### src/rtl/alu_rs_cluster_pkg.sv
// Shared definitions for the ALU reservation-station cluster: opcodes, ALU
// sequencing states and the combinational ALU function.
package alu_rs_cluster_pkg;

    localparam int TAG_NONE  = 0;
    localparam int ALU_MAX_W = 64;

    localparam logic [2:0] OP_ADD = 3'b000;
    localparam logic [2:0] OP_SUB = 3'b001;
    localparam logic [2:0] OP_OR  = 3'b100;
    localparam logic [2:0] OP_AND = 3'b101;
    localparam logic [2:0] OP_NOT = 3'b110;
    localparam logic [2:0] OP_XOR = 3'b111;

    typedef enum logic [1:0] {
        ALU_IDLE = 2'd0,
        ALU_EXEC = 2'd1,
        ALU_DONE = 2'd2
    } alu_state_e;

    function automatic logic op_legal(input logic [2:0] op);
        return (op != 3'b010) && (op != 3'b011);
    endfunction

    // Computed at the widest supported width; callers truncate, which keeps
    // add/sub wrapping modulo 2^DATA_W for any DATA_W up to ALU_MAX_W.
    function automatic logic [ALU_MAX_W-1:0] alu_compute(
        input logic [2:0]           op,
        input logic [ALU_MAX_W-1:0] a,
        input logic [ALU_MAX_W-1:0] b
    );
        case (op)
            OP_ADD:  return a + b;
            OP_SUB:  return a - b;
            OP_OR:   return a | b;
            OP_AND:  return a & b;
            OP_NOT:  return ~a;
            OP_XOR:  return a ^ b;
            default: return '0;
        endcase
    endfunction

endpackage

### src/rtl/alu_rs_cluster_rr_arbiter.sv
// Round-robin picker: grants the first requester at or after the pointer,
// wrapping around the N requesters.
module rr_arbiter #(
    parameter int N     = 3,
    parameter int PTR_W = 2
) (
    input  logic [N-1:0]     req_i,
    input  logic [PTR_W-1:0] ptr_i,
    output logic [N-1:0]     grant_o,
    output logic             valid_o
);

    logic [PTR_W-1:0] idx;

    // NOTE: every variable written here gets a default first so no path can
    // leave it unassigned and infer a latch.
    always_comb begin
        grant_o = '0;
        valid_o = 1'b0;
        idx     = '0;
        for (int off = 0; off < N; off++) begin
            idx = PTR_W'((int'(ptr_i) + off) % N);
            if (!valid_o && req_i[idx]) begin
                grant_o[idx] = 1'b1;
                valid_o      = 1'b1;
            end
        end
    end

endmodule

### src/rtl/alu_rs_cluster.sv
// Tomasulo functional-unit cluster: NUM_RS reservation stations with CDB
// snooping in front of one multi-cycle ALU that requests the CDB for results.
module alu_rs_cluster
    import alu_rs_cluster_pkg::*;
#(
    parameter int DATA_W  = 32,
    parameter int TAG_W   = 6,
    parameter int NUM_RS  = 3,
    parameter int RS_BASE = 1,
    parameter int LATENCY = 4
) (
    input  logic              clock_i,
    input  logic              reset_n_i,
    input  logic              issue_i,
    input  logic [2:0]        issue_op_i,
    input  logic [DATA_W-1:0] issue_vj_i,
    input  logic [DATA_W-1:0] issue_vk_i,
    input  logic [TAG_W-1:0]  issue_qj_i,
    input  logic [TAG_W-1:0]  issue_qk_i,
    input  logic              cdb_valid_i,
    input  logic [TAG_W-1:0]  cdb_tag_i,
    input  logic [DATA_W-1:0] cdb_data_i,
    input  logic              cdb_grant_i,
    output logic              available_o,
    output logic [TAG_W-1:0]  issue_tag_o,
    output logic              error_o,
    output logic              cdb_req_o,
    output logic [TAG_W-1:0]  out_tag_o,
    output logic [DATA_W-1:0] out_data_o,
    output logic [NUM_RS-1:0] rs_busy_o,
    output logic [TAG_W-1:0]  rs_executing_o
);

    localparam int PTR_W = (NUM_RS > 1) ? $clog2(NUM_RS) : 1;
    localparam int CNT_W = $clog2(LATENCY + 1);
    localparam logic [TAG_W-1:0] NO_TAG = TAG_W'(TAG_NONE);

    // Station storage
    logic [NUM_RS-1:0] busy_q;
    logic [2:0]        op_q [NUM_RS];
    logic [DATA_W-1:0] vj_q [NUM_RS];
    logic [DATA_W-1:0] vk_q [NUM_RS];
    logic [TAG_W-1:0]  qj_q [NUM_RS];
    logic [TAG_W-1:0]  qk_q [NUM_RS];

    logic [PTR_W-1:0]  alloc_ptr_q;
    logic [PTR_W-1:0]  disp_ptr_q;
    logic [TAG_W-1:0]  issue_tag_q;
    logic              error_q;

    // ALU state
    alu_state_e        state_q, state_d;
    logic [CNT_W-1:0]  cnt_q;
    logic [PTR_W-1:0]  exec_idx_q;
    logic [TAG_W-1:0]  exec_tag_q;
    logic [DATA_W-1:0] result_q;

    logic [NUM_RS-1:0] alloc_grant, disp_grant;
    logic              alloc_valid, disp_valid;
    logic [PTR_W-1:0]  alloc_idx, disp_idx;
    logic [NUM_RS-1:0] ready, snoop_j, snoop_k;
    logic              issue_accept, bypass_j, bypass_k;
    logic              dispatch, grant_done;

    function automatic logic [PTR_W-1:0] oh_to_idx(input logic [NUM_RS-1:0] oh);
        logic [PTR_W-1:0] idx;
        idx = '0;
        for (int i = 0; i < NUM_RS; i++) begin
            if (oh[i]) idx = idx | PTR_W'(i);
        end
        return idx;
    endfunction

    function automatic logic [PTR_W-1:0] next_ptr(input logic [PTR_W-1:0] idx);
        return (idx == PTR_W'(NUM_RS - 1)) ? '0 : PTR_W'(idx + 1'b1);
    endfunction

    function automatic logic [TAG_W-1:0] tag_of(input logic [PTR_W-1:0] idx);
        return TAG_W'(RS_BASE) + TAG_W'(idx);
    endfunction

    rr_arbiter #(.N(NUM_RS), .PTR_W(PTR_W)) u_alloc_arb (
        .req_i   (~busy_q),
        .ptr_i   (alloc_ptr_q),
        .grant_o (alloc_grant),
        .valid_o (alloc_valid)
    );

    rr_arbiter #(.N(NUM_RS), .PTR_W(PTR_W)) u_disp_arb (
        .req_i   (ready),
        .ptr_i   (disp_ptr_q),
        .grant_o (disp_grant),
        .valid_o (disp_valid)
    );

    assign alloc_idx = oh_to_idx(alloc_grant);
    assign disp_idx  = oh_to_idx(disp_grant);

    // Allocation only sees registered busy bits, so a station freed by this
    // cycle's grant is not reused until the following cycle.
    assign issue_accept = issue_i && op_legal(issue_op_i) && alloc_valid;
    assign bypass_j     = cdb_valid_i && (issue_qj_i != NO_TAG) && (issue_qj_i == cdb_tag_i);
    assign bypass_k     = cdb_valid_i && (issue_qk_i != NO_TAG) && (issue_qk_i == cdb_tag_i);
    assign dispatch     = (state_q == ALU_IDLE) && disp_valid;
    assign grant_done   = (state_q == ALU_DONE) && cdb_grant_i;

    always_comb begin
        ready   = '0;
        snoop_j = '0;
        snoop_k = '0;
        for (int i = 0; i < NUM_RS; i++) begin
            snoop_j[i] = cdb_valid_i && busy_q[i] && (qj_q[i] != NO_TAG) && (qj_q[i] == cdb_tag_i);
            snoop_k[i] = cdb_valid_i && busy_q[i] && (qk_q[i] != NO_TAG) && (qk_q[i] == cdb_tag_i);
            ready[i]   = busy_q[i] && (qj_q[i] == NO_TAG) && (qk_q[i] == NO_TAG)
                         && !((state_q != ALU_IDLE) && (exec_idx_q == PTR_W'(i)));
        end
    end

    // NOTE: station arrays are reset explicitly; the cluster is small and a
    // clean Q=0/V=0 state after reset keeps snoop matching well defined.
    always_ff @(posedge clock_i or negedge reset_n_i) begin
        if (!reset_n_i) begin
            busy_q <= '0;
            for (int i = 0; i < NUM_RS; i++) begin
                op_q[i] <= OP_ADD;
                vj_q[i] <= '0;
                vk_q[i] <= '0;
                qj_q[i] <= NO_TAG;
                qk_q[i] <= NO_TAG;
            end
        end else begin
            for (int i = 0; i < NUM_RS; i++) begin
                if (issue_accept && alloc_grant[i]) begin
                    busy_q[i] <= 1'b1;
                    op_q[i]   <= issue_op_i;
                    vj_q[i]   <= bypass_j ? cdb_data_i : issue_vj_i;
                    vk_q[i]   <= bypass_k ? cdb_data_i : issue_vk_i;
                    qj_q[i]   <= bypass_j ? NO_TAG : issue_qj_i;
                    qk_q[i]   <= bypass_k ? NO_TAG : issue_qk_i;
                end else begin
                    if (snoop_j[i]) begin
                        vj_q[i] <= cdb_data_i;
                        qj_q[i] <= NO_TAG;
                    end
                    if (snoop_k[i]) begin
                        vk_q[i] <= cdb_data_i;
                        qk_q[i] <= NO_TAG;
                    end
                    if (grant_done && (exec_idx_q == PTR_W'(i))) busy_q[i] <= 1'b0;
                end
            end
        end
    end

    // NOTE: sequential state uses non-blocking assignments so every register
    // samples pre-edge values regardless of process ordering.
    always_ff @(posedge clock_i or negedge reset_n_i) begin
        if (!reset_n_i) begin
            alloc_ptr_q <= '0;
            issue_tag_q <= NO_TAG;
            error_q     <= 1'b0;
        end else begin
            error_q     <= issue_i && !issue_accept;
            issue_tag_q <= issue_accept ? tag_of(alloc_idx) : NO_TAG;
            if (issue_accept) alloc_ptr_q <= next_ptr(alloc_idx);
        end
    end

    // ALU sequencer: state register
    always_ff @(posedge clock_i or negedge reset_n_i) begin
        if (!reset_n_i) state_q <= ALU_IDLE;
        else            state_q <= state_d;
    end

    // ALU sequencer: next state
    always_comb begin
        state_d = state_q;
        case (state_q)
            ALU_IDLE: if (dispatch)            state_d = ALU_EXEC;
            ALU_EXEC: if (cnt_q == '0)         state_d = ALU_DONE;
            ALU_DONE: if (cdb_grant_i)         state_d = ALU_IDLE;
            default:                           state_d = ALU_IDLE;
        endcase
    end

    // ALU sequencer: outputs
    always_comb begin
        cdb_req_o      = (state_q == ALU_DONE);
        out_tag_o      = cdb_req_o ? exec_tag_q : NO_TAG;
        out_data_o     = cdb_req_o ? result_q : '0;
        rs_executing_o = exec_tag_q;
    end

    // Operands are consumed at dispatch; the counter only models latency.
    always_ff @(posedge clock_i or negedge reset_n_i) begin
        if (!reset_n_i) begin
            cnt_q      <= '0;
            exec_idx_q <= '0;
            exec_tag_q <= NO_TAG;
            result_q   <= '0;
            disp_ptr_q <= '0;
        end else begin
            if (dispatch) begin
                exec_idx_q <= disp_idx;
                exec_tag_q <= tag_of(disp_idx);
                result_q   <= DATA_W'(alu_compute(op_q[disp_idx],
                                                  ALU_MAX_W'(vj_q[disp_idx]),
                                                  ALU_MAX_W'(vk_q[disp_idx])));
                cnt_q      <= CNT_W'(LATENCY - 1);
                disp_ptr_q <= next_ptr(disp_idx);
            end else if ((state_q == ALU_EXEC) && (cnt_q != '0)) begin
                cnt_q <= cnt_q - 1'b1;
            end
            if (grant_done) exec_tag_q <= NO_TAG;
        end
    end

    assign available_o = |(~busy_q);
    assign rs_busy_o   = busy_q;
    assign issue_tag_o = issue_tag_q;
    assign error_o     = error_q;

endmodule

### config.mk
export PLATFORM = sky130hd
export DESIGN_NAME = alu_rs_cluster
export DESIGN_NICKNAME = d
export VERILOG_FILES = /design/src/rtl/alu_rs_cluster_pkg.sv /design/src/rtl/alu_rs_cluster_rr_arbiter.sv /design/src/rtl/alu_rs_cluster.sv
export SDC_FILE = /design/constraint.sdc
export NUM_CORES = 1
export LEC_CHECK = 0
export CAP_MARGIN = 25
export CORE_ASPECT_RATIO = 1.1
export CORE_MARGIN = 2
export CORE_UTILIZATION = 50
export DETAILED_ROUTE_END_ITERATION = 12
export GPL_ROUTABILITY_DRIVEN = 0
export MAX_ROUTING_LAYER = met4
export PLACE_DENSITY = 0.68
export REMOVE_ABC_BUFFERS = 1
export SLEW_MARGIN = 25
export SYNTH_ARGS = -nofsm -noshare
export SYNTH_HDL_FRONTEND = slang
export SYNTH_SLANG_ARGS = --single-unit
### constraint.sdc
create_clock -name clock_i -period 13.6 [get_ports clock_i]
set_input_delay 2.72 -clock clock_i [delete_from_list [all_inputs] [get_ports clock_i]]
set_output_delay 2.72 -clock clock_i [all_outputs]
set_load 0.02 [all_outputs]
==> results.yml <==
clock_network:
  cts_root_buffer: "clkbuf_16"
  post-cts-setup-buffers: 0
  cts.sinks: 290
  cts_resized: 0
  htree_levels: 2
  cts_buffer_depth: 3
  clock_latency_ns: 0.54
  cts_tree: "yes"
  clk_pin_slew_worst_paths_ns: 0.06
  holdBufCountCts: 0
  cts_inserted_buffers: 34
synthesis:
  syn_inst: 2337
  async_flop_share: 1.00
  synth_top_cell_by_area: "dfrtp_1"
  ys_warn_count: 0
  ys_ff_latch: 290
  synthTopCellsByArea: "dfrtp_1 38%, nor2_1 9.7%, ha_1 7.2%"
  netlist_area_um2: 19200
  synth.distinct_cells: 83
  synth_edf_count: 0
  ys_seq_area_frac: 0.378
  synth_top_cell_area_share: 0.378
  postSynthAreaPerCell_um2: 8.22
  synth_top_flop_cell: "dfrtp_1"
timing:
  hold_viol_final: 0
  tightest_slew_ns: 1.11
  fin_skew_ns: 0.0145
  rsz0062_at_grt: "false"
  report.final.slew_viol_count: 0
  holdWs_ns: 0.469
  setup_viol: 0
  fin_crit_ns: 8.91
  max_slew_margin: 0.260
  fmax_mhz: 112
  post-route-period-util: 0.655
  fin_tns_setup_ns: 0
  worst_slack_ns: 4.69
setup_path:
  worstPathArrival_ns: 9.35
  crit_type: "flop to flop"
  critPathLaunch: "disp_ptr_q[0]"
  worst_path_largest_cell_delay_ns: 0.75
  timing.rr.start: "disp_ptr_q[0]"
  worstSetupStartpointType: "flop"
  worstPathRequired_ns: 14.04
  cp_max_fo: 45
  end_kind: "flop"
  crit_slowest_cell: "nor2_4"
die:
  io_pins: 178
  dieHeight_um: 210
  dieArea_um2: 40000
  die_w_um: 191
  start_util: 0.506
  std_cell_rows: 75
  core_area_um2: 38000
global_route:
  grt_pass1_wl_mm: 98.0
  first_global_vias: 17838
  overflow: 0
  grt_start_max_net_pins: 133
  antenna_found_initial: 0
  track_usage: 0.320
place:
  pre_cts_ws_ns: 4.89
  io_buffers: 168
  dp_hpwl_mm: 40.9
  dpl_cell_area_um2: 21200
min_path:
  hp-class: "flop to flop"
  hold_start: "result_q[2]"
cells_and_area:
  final_common_cell: "nor2_1"
  layout_common_cells: "497 x nor2_1, 290 x dfrtp_1, 206 x o22ai_1"
  nNetsFinal: 2663
  drive_above_1_share: 0.0599
  diodes: 0
  fill_cells: 3405
  finalInstanceArea_um2: 22400
  area_delta_synth_final_pct: 16.6
detailed_routing:
  wl_mm: 62.2
  dr.pass1.iters: 6
  drt-initial-drc-count: 1472
  postRouteAntennaNets: 0
  vias: 18159
  drc: 0
  wire_per_inst_um: 21.1
  vias_per_cell: 6.15
job:
  cap_violations: 0
run_status:
  status: "finished clean"
[critical path: cells and delay by family (launching register included)]
kind | cells | cell delay [ns]
adder cells (fa/ha/maj) | 2 | 0.97
flip-flops | 1 | 0.39
buffers and inverters | 4 | 1.50
XOR/XNOR | 2 | 0.64
AO/OA/AOI/OAI | 14 | 3.13
AND/OR/NAND/NOR | 7 | 2.10
[sequential cells by signal, summed over array words and instances (netlist names), 2 cells and up]
register / flops
qk_q: 18
vj_q: 96
result_q: 32
rs_executing_o: 3
disp_ptr_q: 2
issue_tag_o: 3
vk_q: 96
exec_idx_q: 2
cnt_q: 3
alloc_ptr_q: 2
op_q: 9
state_q: 2
rs_busy_o: 3
qj_q: 18
[cells in the mapped netlist, drive strengths merged (19+ instances only)]
cell and instances:
and2 43, inv 93, buf 51, clkbuf 102, a21oi 104, ha 111
dfrtp 290, nor3 35, nor4 19, o22ai 206, mux2i 78, nor2 498
xor2 56, nand3 84, nand2 185, a21o 20, xnor2 48, o21ai 112
[through the flow]
stage,instances,util
2_1_floorplan,2192,-
3_3_place_gp,2891,0.557
3_5_place_dp,2891,0.558
4_1_cts,2953,0.588
5_1_grt,2955,0.589
6_report,2955,0.589
[worst paths after layout]
kind | end | slack (ns) | cells past startpoint
worst max-delay path | result_q[31] | 4.69 | 29
worst min-delay path | result_q[2] | 0.47 | 2
worst max register to register | result_q[31] | 4.69 | 29
worst min register to register | result_q[2] | 0.47 | 2
max in group asynchronous | vj_q[2] | 9.89 | 3
min in group asynchronous | vj_q[12] | 2.15 | 1
[layer usage]
layer,up-vias,GRT usage,share of wire
li1,8387,-,-
met5,-,-,0
met3,167,0.0373,0.070
met2,784,0.512,0.47
met1,8821,0.414,0.42
met4,0,0.132,0.040
[cell type report]
class,instances,area [um2],share of cell area
multi-input combinational,1809,11000,0.493
sequential,290,7260,0.324
timing repair buffer,201,1970,0.0878
clock buffer,49,1020,0.0454
tap,500,626,0.0279
inverter,93,349,0.0156
clock inverter,13,143,0.00637
[kinds of logic (layout without fill, tap and decap cells)]
kind of cell	count (synthesis)	count (layout)	synth area share
other cells	1	9	0.000195
mux	92	92	0.0488
xor+xnor	105	105	0.0486
compound gates	582	582	0.194
flops	290	290	0.378
fa+ha+maj	113	113	0.0739
buf+inv	246	356	0.0518
simple gates	908	908	0.205
Power is not shown: default switching activity piles up to over one toggle a cycle in this logic, so the estimate is an artifact.
